## config.mk

```make
export PLATFORM = sky130hd
export DESIGN_NAME = simon_decrypt_core_flat
export DESIGN_NICKNAME = d
export VERILOG_FILES = /design/src/rtl/simon_decrypt_core_if.sv /design/src/rtl/simon_decrypt_core.sv /design/src/flat_wrapper.sv
export SDC_FILE = /design/constraint.sdc
export NUM_CORES = 1
export LEC_CHECK = 0
export BUFFER_PORTS_ARGS = -buffer_cell sky130_fd_sc_hd__buf_2
export CORE_MARGIN = 2
export CORE_UTILIZATION = 55
export DETAILED_ROUTE_END_ITERATION = 8
export HOLD_SLACK_MARGIN = 0.12
export PLACE_DENSITY_LB_ADDON = 0.12
export SETUP_SLACK_MARGIN = 0.15
export SLEW_MARGIN = 5
export SYNTH_ARGS = -nofsm -noshare
export SYNTH_HDL_FRONTEND = slang
export SYNTH_SLANG_ARGS = --single-unit
```

## constraint.sdc

```tcl
create_clock -name clk -period 4.6 [get_ports clk]
set_input_delay 0.69 -clock clk [delete_from_list [all_inputs] [get_ports clk]]
set_output_delay 0.69 -clock clk [all_outputs]
set_load 0.01 [all_outputs]
```

## src/rtl/simon_decrypt_core_if.sv

```systemverilog
// Host handshake bundle for simon_decrypt_core (newX/ldX/doneX/readData style).
// The enc_dec select exists only when SIMON_DEC_ENCRYPT_EN is defined.
interface simon_decrypt_core_if #(
   parameter int unsigned N = 16,
   parameter int unsigned M = 4
) ();
   logic                newKey;
   logic [M-1:0][N-1:0] key;
   logic                newData;
   logic [2*N-1:0]      cipher;
   logic                readData;
   logic                ldKey;
   logic                ldData;
   logic                doneKey;
   logic                doneData;
   logic                busy;
   logic [2*N-1:0]      plain;
`ifdef SIMON_DEC_ENCRYPT_EN
   logic                enc_dec;
`endif

   modport master (
`ifdef SIMON_DEC_ENCRYPT_EN
      output enc_dec,
`endif
      output newKey, key, newData, cipher, readData,
      input  ldKey, ldData, doneKey, doneData, busy, plain
   );

   modport slave (
`ifdef SIMON_DEC_ENCRYPT_EN
      input  enc_dec,
`endif
      input  newKey, key, newData, cipher, readData,
      output ldKey, ldData, doneKey, doneData, busy, plain
   );
endinterface

```

## src/rtl/simon_decrypt_core.sv

```systemverilog
// Iterative SIMON decryptor: stores the full expanded key schedule, then runs T inverse rounds.
// Define SIMON_DEC_ENCRYPT_EN to add a forward (encrypt) mode selected by enc_dec at data capture.
module simon_decrypt_core #(
   parameter int unsigned N = 16,
   parameter int unsigned M = 4,
   parameter int unsigned T = 32,
   parameter int unsigned C = 5,
   parameter logic [61:0] Z = 62'b11111010001001010110000111001101111101000100101011000011100110
) (
   input logic                 clk,
   input logic                 R,
   simon_decrypt_core_if.slave bus
);
   typedef enum logic [1:0] {S_IDLE, S_KEXP, S_DEC, S_DONE} state_t;

   localparam logic [C-1:0] LP_M   = C'(M);
   localparam logic [C-1:0] LP_TM1 = C'(T - 1);
   localparam logic [N-1:0] LP_C3  = N'(3);

   function automatic logic [N-1:0] rotl(input logic [N-1:0] v, input int unsigned s);
      return (v << s) | (v >> (N - s));
   endfunction

   function automatic logic [N-1:0] rotr(input logic [N-1:0] v, input int unsigned s);
      return (v >> s) | (v << (N - s));
   endfunction

   function automatic logic [N-1:0] f_simon(input logic [N-1:0] v);
      return (rotl(v, 1) & rotl(v, 8)) ^ rotl(v, 2);
   endfunction

   state_t         r_state, w_state_nxt;
   logic [N-1:0]   r_keys [0:T-1];
   logic [C-1:0]   r_cnt;
   logic           r_pending, r_done_key, r_done_data, r_ld_key, r_ld_data;
   logic [N-1:0]   r_x, r_y;
   logic [2*N-1:0] r_plain;

   logic           w_enc, w_enc_sel;
   logic           w_open, w_acc_key, w_acc_data, w_busy, w_kexp_last, w_rnd_last;
   logic [C-1:0]   w_ia, w_ib, w_ic, w_cnt_new, w_cnt_pend;
   logic [5:0]     w_zpos;
   logic [N-1:0]   w_tmp, w_knew, w_kr, w_rx, w_ry;

`ifdef SIMON_DEC_ENCRYPT_EN
   logic r_enc;

   always_ff @(posedge clk or posedge R) begin
      if (R)               r_enc <= 1'b0;
      else if (w_acc_data) r_enc <= bus.enc_dec;
   end

   assign w_enc     = r_enc;
   assign w_enc_sel = bus.enc_dec;
`else
   assign w_enc     = 1'b0;
   assign w_enc_sel = 1'b0;
`endif

   // First round-key index: top of the schedule when decrypting, bottom when encrypting
   assign w_cnt_new  = w_enc_sel ? '0 : LP_TM1;
   assign w_cnt_pend = w_enc     ? '0 : LP_TM1;

   always_ff @(posedge clk or posedge R) begin
      if (R) r_state <= S_IDLE;
      else   r_state <= w_state_nxt;
   end

   always_comb begin
      w_state_nxt = r_state;
      case (r_state)
         S_IDLE, S_DONE: begin
            if (w_acc_key)       w_state_nxt = S_KEXP;
            else if (w_acc_data) w_state_nxt = S_DEC;
            else if (w_open)     w_state_nxt = S_IDLE;
         end
         S_KEXP:  if (w_kexp_last) w_state_nxt = r_pending ? S_DEC : S_IDLE;
         S_DEC:   if (w_rnd_last)  w_state_nxt = S_DONE;
         default: w_state_nxt = S_IDLE;
      endcase
   end

   // DONE acknowledged by readData behaves exactly like IDLE for new requests
   always_comb begin
      w_open      = (r_state == S_IDLE) || ((r_state == S_DONE) && bus.readData);
      w_acc_key   = w_open && bus.newKey;
      w_acc_data  = w_open && bus.newData && (bus.newKey || r_done_key);
      w_busy      = (r_state == S_KEXP) || (r_state == S_DEC);
      w_kexp_last = (r_state == S_KEXP) && (r_cnt == LP_TM1);
      w_rnd_last  = (r_state == S_DEC) && (w_enc ? (r_cnt == LP_TM1) : (r_cnt == '0));
   end

   always_comb begin
      w_ia   = r_cnt - LP_M;
      w_ib   = r_cnt - C'(1);
      w_ic   = w_ia + C'(1);
      w_zpos = 6'(61 - (32'(w_ia) % 62));
      w_tmp  = rotr(r_keys[w_ib], 3);
      if (M == 4) w_tmp = w_tmp ^ r_keys[w_ic];
      w_tmp  = w_tmp ^ rotr(w_tmp, 1);
      w_knew = ~r_keys[w_ia] ^ w_tmp ^ N'(Z[w_zpos]) ^ LP_C3;
   end

   always_comb begin
      w_kr = r_keys[r_cnt];
      if (w_enc) begin
         w_rx = r_y ^ f_simon(r_x) ^ w_kr;
         w_ry = r_x;
      end else begin
         w_rx = r_y;
         w_ry = r_x ^ f_simon(r_y) ^ w_kr;
      end
   end

   always_ff @(posedge clk) begin
      if (w_acc_key) begin
         for (int unsigned j = 0; j < M; j++) r_keys[j] <= bus.key[j];
      end else if (r_state == S_KEXP) begin
         r_keys[r_cnt] <= w_knew;
      end
   end

   always_ff @(posedge clk or posedge R) begin
      if (R) begin
         r_cnt       <= '0;
         r_pending   <= 1'b0;
         r_done_key  <= 1'b0;
         r_done_data <= 1'b0;
         r_ld_key    <= 1'b0;
         r_ld_data   <= 1'b0;
         r_x         <= '0;
         r_y         <= '0;
         r_plain     <= '0;
      end else begin
         r_ld_key  <= w_acc_key;
         r_ld_data <= w_acc_data;
         if (w_open) r_done_data <= 1'b0;
         if (w_acc_data) begin
            r_x <= bus.cipher[2*N-1:N];
            r_y <= bus.cipher[N-1:0];
         end
         if (w_acc_key) begin
            r_done_key <= 1'b0;
            r_pending  <= w_acc_data;
            r_cnt      <= LP_M;
         end else if (w_acc_data) begin
            r_cnt <= w_cnt_new;
         end
         case (r_state)
            S_KEXP: begin
               if (w_kexp_last) begin
                  r_done_key <= 1'b1;
                  r_pending  <= 1'b0;
                  r_cnt      <= r_pending ? w_cnt_pend : '0;
               end else begin
                  r_cnt <= r_cnt + C'(1);
               end
            end
            S_DEC: begin
               r_x <= w_rx;
               r_y <= w_ry;
               if (w_rnd_last) begin
                  r_plain     <= {w_rx, w_ry};
                  r_done_data <= 1'b1;
                  r_cnt       <= '0;
               end else begin
                  r_cnt <= w_enc ? (r_cnt + C'(1)) : (r_cnt - C'(1));
               end
            end
            default: ;
         endcase
      end
   end

   assign bus.ldKey    = r_ld_key;
   assign bus.ldData   = r_ld_data;
   assign bus.doneKey  = r_done_key;
   assign bus.doneData = r_done_data;
   assign bus.busy     = w_busy;
   assign bus.plain    = r_plain;
endmodule

```

## src/flat_wrapper.sv

```systemverilog
// flat-port wrapper written by rule: the top's interface ports become plain ports
module simon_decrypt_core_flat 
#(
   parameter int unsigned N = 16,
   parameter int unsigned M = 4,
   parameter int unsigned T = 32,
   parameter int unsigned C = 5,
   parameter logic [61:0] Z = 62'b11111010001001010110000111001101111101000100101011000011100110
)
  (clk, R, bus_newKey, bus_key, bus_newData, bus_cipher, bus_readData, bus_ldKey, bus_ldData, bus_doneKey, bus_doneData, bus_busy, bus_plain);
  simon_decrypt_core_if #(.N(N), .M(M)) bus_i ();
  input logic clk;
  input logic R;
  input wire logic [$bits(bus_i.newKey)-1:0] bus_newKey;
  input wire logic [$bits(bus_i.key)-1:0] bus_key;
  input wire logic [$bits(bus_i.newData)-1:0] bus_newData;
  input wire logic [$bits(bus_i.cipher)-1:0] bus_cipher;
  input wire logic [$bits(bus_i.readData)-1:0] bus_readData;
  output wire logic [$bits(bus_i.ldKey)-1:0] bus_ldKey;
  output wire logic [$bits(bus_i.ldData)-1:0] bus_ldData;
  output wire logic [$bits(bus_i.doneKey)-1:0] bus_doneKey;
  output wire logic [$bits(bus_i.doneData)-1:0] bus_doneData;
  output wire logic [$bits(bus_i.busy)-1:0] bus_busy;
  output wire logic [$bits(bus_i.plain)-1:0] bus_plain;
  assign bus_i.newKey = bus_newKey;
  assign bus_i.key = bus_key;
  assign bus_i.newData = bus_newData;
  assign bus_i.cipher = bus_cipher;
  assign bus_i.readData = bus_readData;
  assign bus_ldKey = bus_i.ldKey;
  assign bus_ldData = bus_i.ldData;
  assign bus_doneKey = bus_i.doneKey;
  assign bus_doneData = bus_i.doneData;
  assign bus_busy = bus_i.busy;
  assign bus_plain = bus_i.plain;
  simon_decrypt_core #(.N(N), .M(M), .T(T), .C(C), .Z(Z)) u_core (.clk(clk), .R(R), .bus(bus_i));
endmodule
```

==> results.cfg <==
[die]
fp.dieH_um = 254
die_area_mm2 = 0.0646
core_area_mm2 = 0.0618
die_x_um = 254
placementRows = 91
start_util_pct = 55.7
io-pin-count = 138

[yosys]
async_flop_share_pct = 12.9
synth_seq_area_share_pct = 50.2
syn_area_per_cell_um2 = 15.4
syn_nets = 2359
synth_edf_count = 512
synthFlopType = edfxtp_1
yosysWarningCount = 0
synth-seq-cells = 588
netlist_instances = 2238
synth.cell_area_mm2 = 0.0344
synth.distinct_cells = 74

[worst_hold_path]
hp-class = in -> async

[finish]
nFillCells = 4516
drive_gt1_share_pct = 38.2
nets = 2589
syn2layout_area_growth_pct = 14.5
final_cell_mix = edfxtp_1, mux4_2, nand2_1
antennaDiodeCount = 0
multiInputGateArea_mm2 = 0.0162
final_common_cell = edfxtp_1
seq_area_mm2 = 0.0173

[drt]
drtIter0Drc = 4350
via_per_inst = 7.38
drc_errors = 0
drt-total-wl_um = 124000
antenna_left = 0
dr_total_vias = 24800
drtPass1Iterations = 7
avgRoutedWirePerCell_um = 36.9

[timing]
maxSlewViolCount = 0
finalCritPeriodShare_pct = 97.1
holdWs_ns = 0.130
timing.final.crit_period_ns = 4.46
final-hold-violation-count = 0
setup_viol = 0
grt_setup_unrepaired = yes
fin_skew_ns = 0.0303
slew_headroom_pct = 30.7
fmax_ghz = 0.224
tightest_slew_ns = 1.03

[clock_tree]
clk_pin_slew_ns = 0.06
clock_latency_ns = 0.64
cts_buffer_depth = 3
cts_root_buf = clkbuf_16
cts.hold.buffers_added = 0
cts_tree = done
cts_sinks = 588
cts_made_buffers = 67
h-tree-depth = 3

[place]
gp_congestion = 0.991
dp_hpwl_um = 82800
portBuffers = 137

[run]
drv_cap = 0

[global_route]
grt_pass1_wl_um = 174000
grt_overflow = 0
grt_usage_pct = 38.9
grt_pass1_vias = 24000
grt_start_max_net_pins = 115
antenna_found_initial = 0

[setup_path]
cp.arrival_ns = 4.91
reg2regPathDepth = 10
critPathMaxFanout = 32
cp.required_ns = 5.05
reg2reg_setup_slack_ns = 0.14
r2r-start = u_core.r_cnt[1]
cp-start-kind = register
worstReg2RegEnd = u_core.r_keys[25][6]
worstSetupEndpointType = register
critical_path_class = reg -> reg

[run_status]
outcome = complete, no violations
-- synth_stat cells (4+ instances only) --
cell,n,area (µm²)
a2111oi_0,8,70.1
a211oi_1,5,37.5
a21oi_1,7,35.0
a22oi_1,65,488
a31oi_1,12,75.1
a32oi_1,9,78.8
a41oi_1,7,61.3
and2_1,4,25.0
and3_1,11,68.8
buf_1,16,60.1
buf_2,41,205
buf_4,28,210
buf_6,25,282
buf_8,5,75.1
clkbuf_1,61,229
dfrtp_1,76,1900
edfxtp_1,512,15400
ha_1,20,250
inv_1,23,86.3
mux2_2,64,721
mux2i_1,84,841
mux4_1,20,526
mux4_2,375,8450
nand2_1,314,1180
nand3_1,78,390
nand3b_1,6,45.0
nand4_1,28,175
nor2_1,57,214
nor3_1,10,50.1
nor3b_1,9,67.6
o211ai_1,4,30.0
o21ai_0,67,335
o21ai_1,36,180
or3_1,4,25.0
xnor2_1,67,587
xnor2_2,6,97.6
xnor3_1,11,248
xor2_1,13,114
-- flip-flops by register name (all words and copies together) (netlist names) --
name / count
u_core.r_state: 2
u_core.r_y: 16
u_core.r_pending: 1
u_core.bus.doneData: 1
u_core.bus.ldData: 1
u_core.bus.doneKey: 1
u_core.bus.plain: 32
u_core.bus.ldKey: 1
u_core.r_keys: 512
u_core.r_cnt: 5
u_core.r_x: 16
-- worst max-delay path by stage --
stage                     from                     to  cells after the start
5_1_grt        u_core.r_cnt[1]   u_core.r_keys[11][6]                     10
3_5_place_dp   u_core.r_cnt[1]  u_core.r_keys[30][11]                     12
2_1_floorplan  u_core.r_cnt[0]    u_core.r_keys[0][6]                     15
6_report       u_core.r_cnt[1]   u_core.r_keys[25][6]                     10
4_1_cts        u_core.r_cnt[1]    u_core.r_keys[1][3]                     10
3_3_place_gp   u_core.r_cnt[1]  u_core.r_keys[10][10]                     12
-- area by class of cell --
type                            instances  share of cell area [%]
Clock buffer                           91                    4.69
Clock inverter                         29                   0.740
Inverter                               25                   0.276
Multi-Input combinational cell       1446                    41.2
Sequential cell                       588                    43.9
Tap cell                              837                    2.66
Timing Repair Buffer                  337                    6.53
Timing Repair inverter                  3                  0.0572
-- critical path, cell delays in order, from the launching register on --
cell and delay [ns]:
dfrtp_4 0.51, inv_1 0.23, ha_4 0.33, buf_12 0.26, mux4_2 0.57, mux4_2 0.48
o221ai_1 0.30, buf_4 0.22, xor2_1 0.14, xnor2_2 0.85, buf_4 0.34
-- cell families (layout without fill, tap and decap cells) --
logic type / count (synthesis) / in the layout / share of synthesized area (%)
AO/OA/AOI/OAI: 251 / 251 / 4.84
buffers and inverters: 204 / 485 / 3.50
AND/OR/NAND/NOR: 530 / 530 / 6.71
adder cells (fa/ha/maj): 20 / 20 / 0.727
multiplexers: 544 / 544 / 30.7
flip-flops: 588 / 588 / 50.2
XOR/XNOR: 101 / 101 / 3.34
-- what timing repair did --
item                       4_1_cts  5_1_grt
gates cloned                     2        1
buffers inserted                 4        1
pin swaps                        2        2
resized for setup                7       10
setup endpoints to repair      148      187
-- per-layer routing --
layer / share of wire (%) / vias up / GRT usage, %
met5: 0.025 / - / 0.376
met4: 7.1 / 2 / 23.2
met3: 14 / 448 / 13.0
met2: 43 / 2101 / 55.4
met1: 35 / 12700 / 52.2
li1: - / 9561 / -
-- metrics by stage --
step	area (µm²)	std cells	utilization (%)	setup TNS [ns]	setup slack, ns
2_1_floorplan	34400	2238	-	0	0.0718
6_report	39400	3356	63.7	0	0.135
4_1_cts	39300	3354	63.6	0	0.150
3_3_place_gp	37100	3228	60.0	0	0.0614
3_5_place_dp	37100	3228	60.0	-1.99	-0.0505
5_1_grt	39400	3356	63.7	0	0.0749
Power is not shown: default switching activity piles up to over one toggle a cycle in this logic, so the estimate is an artifact.
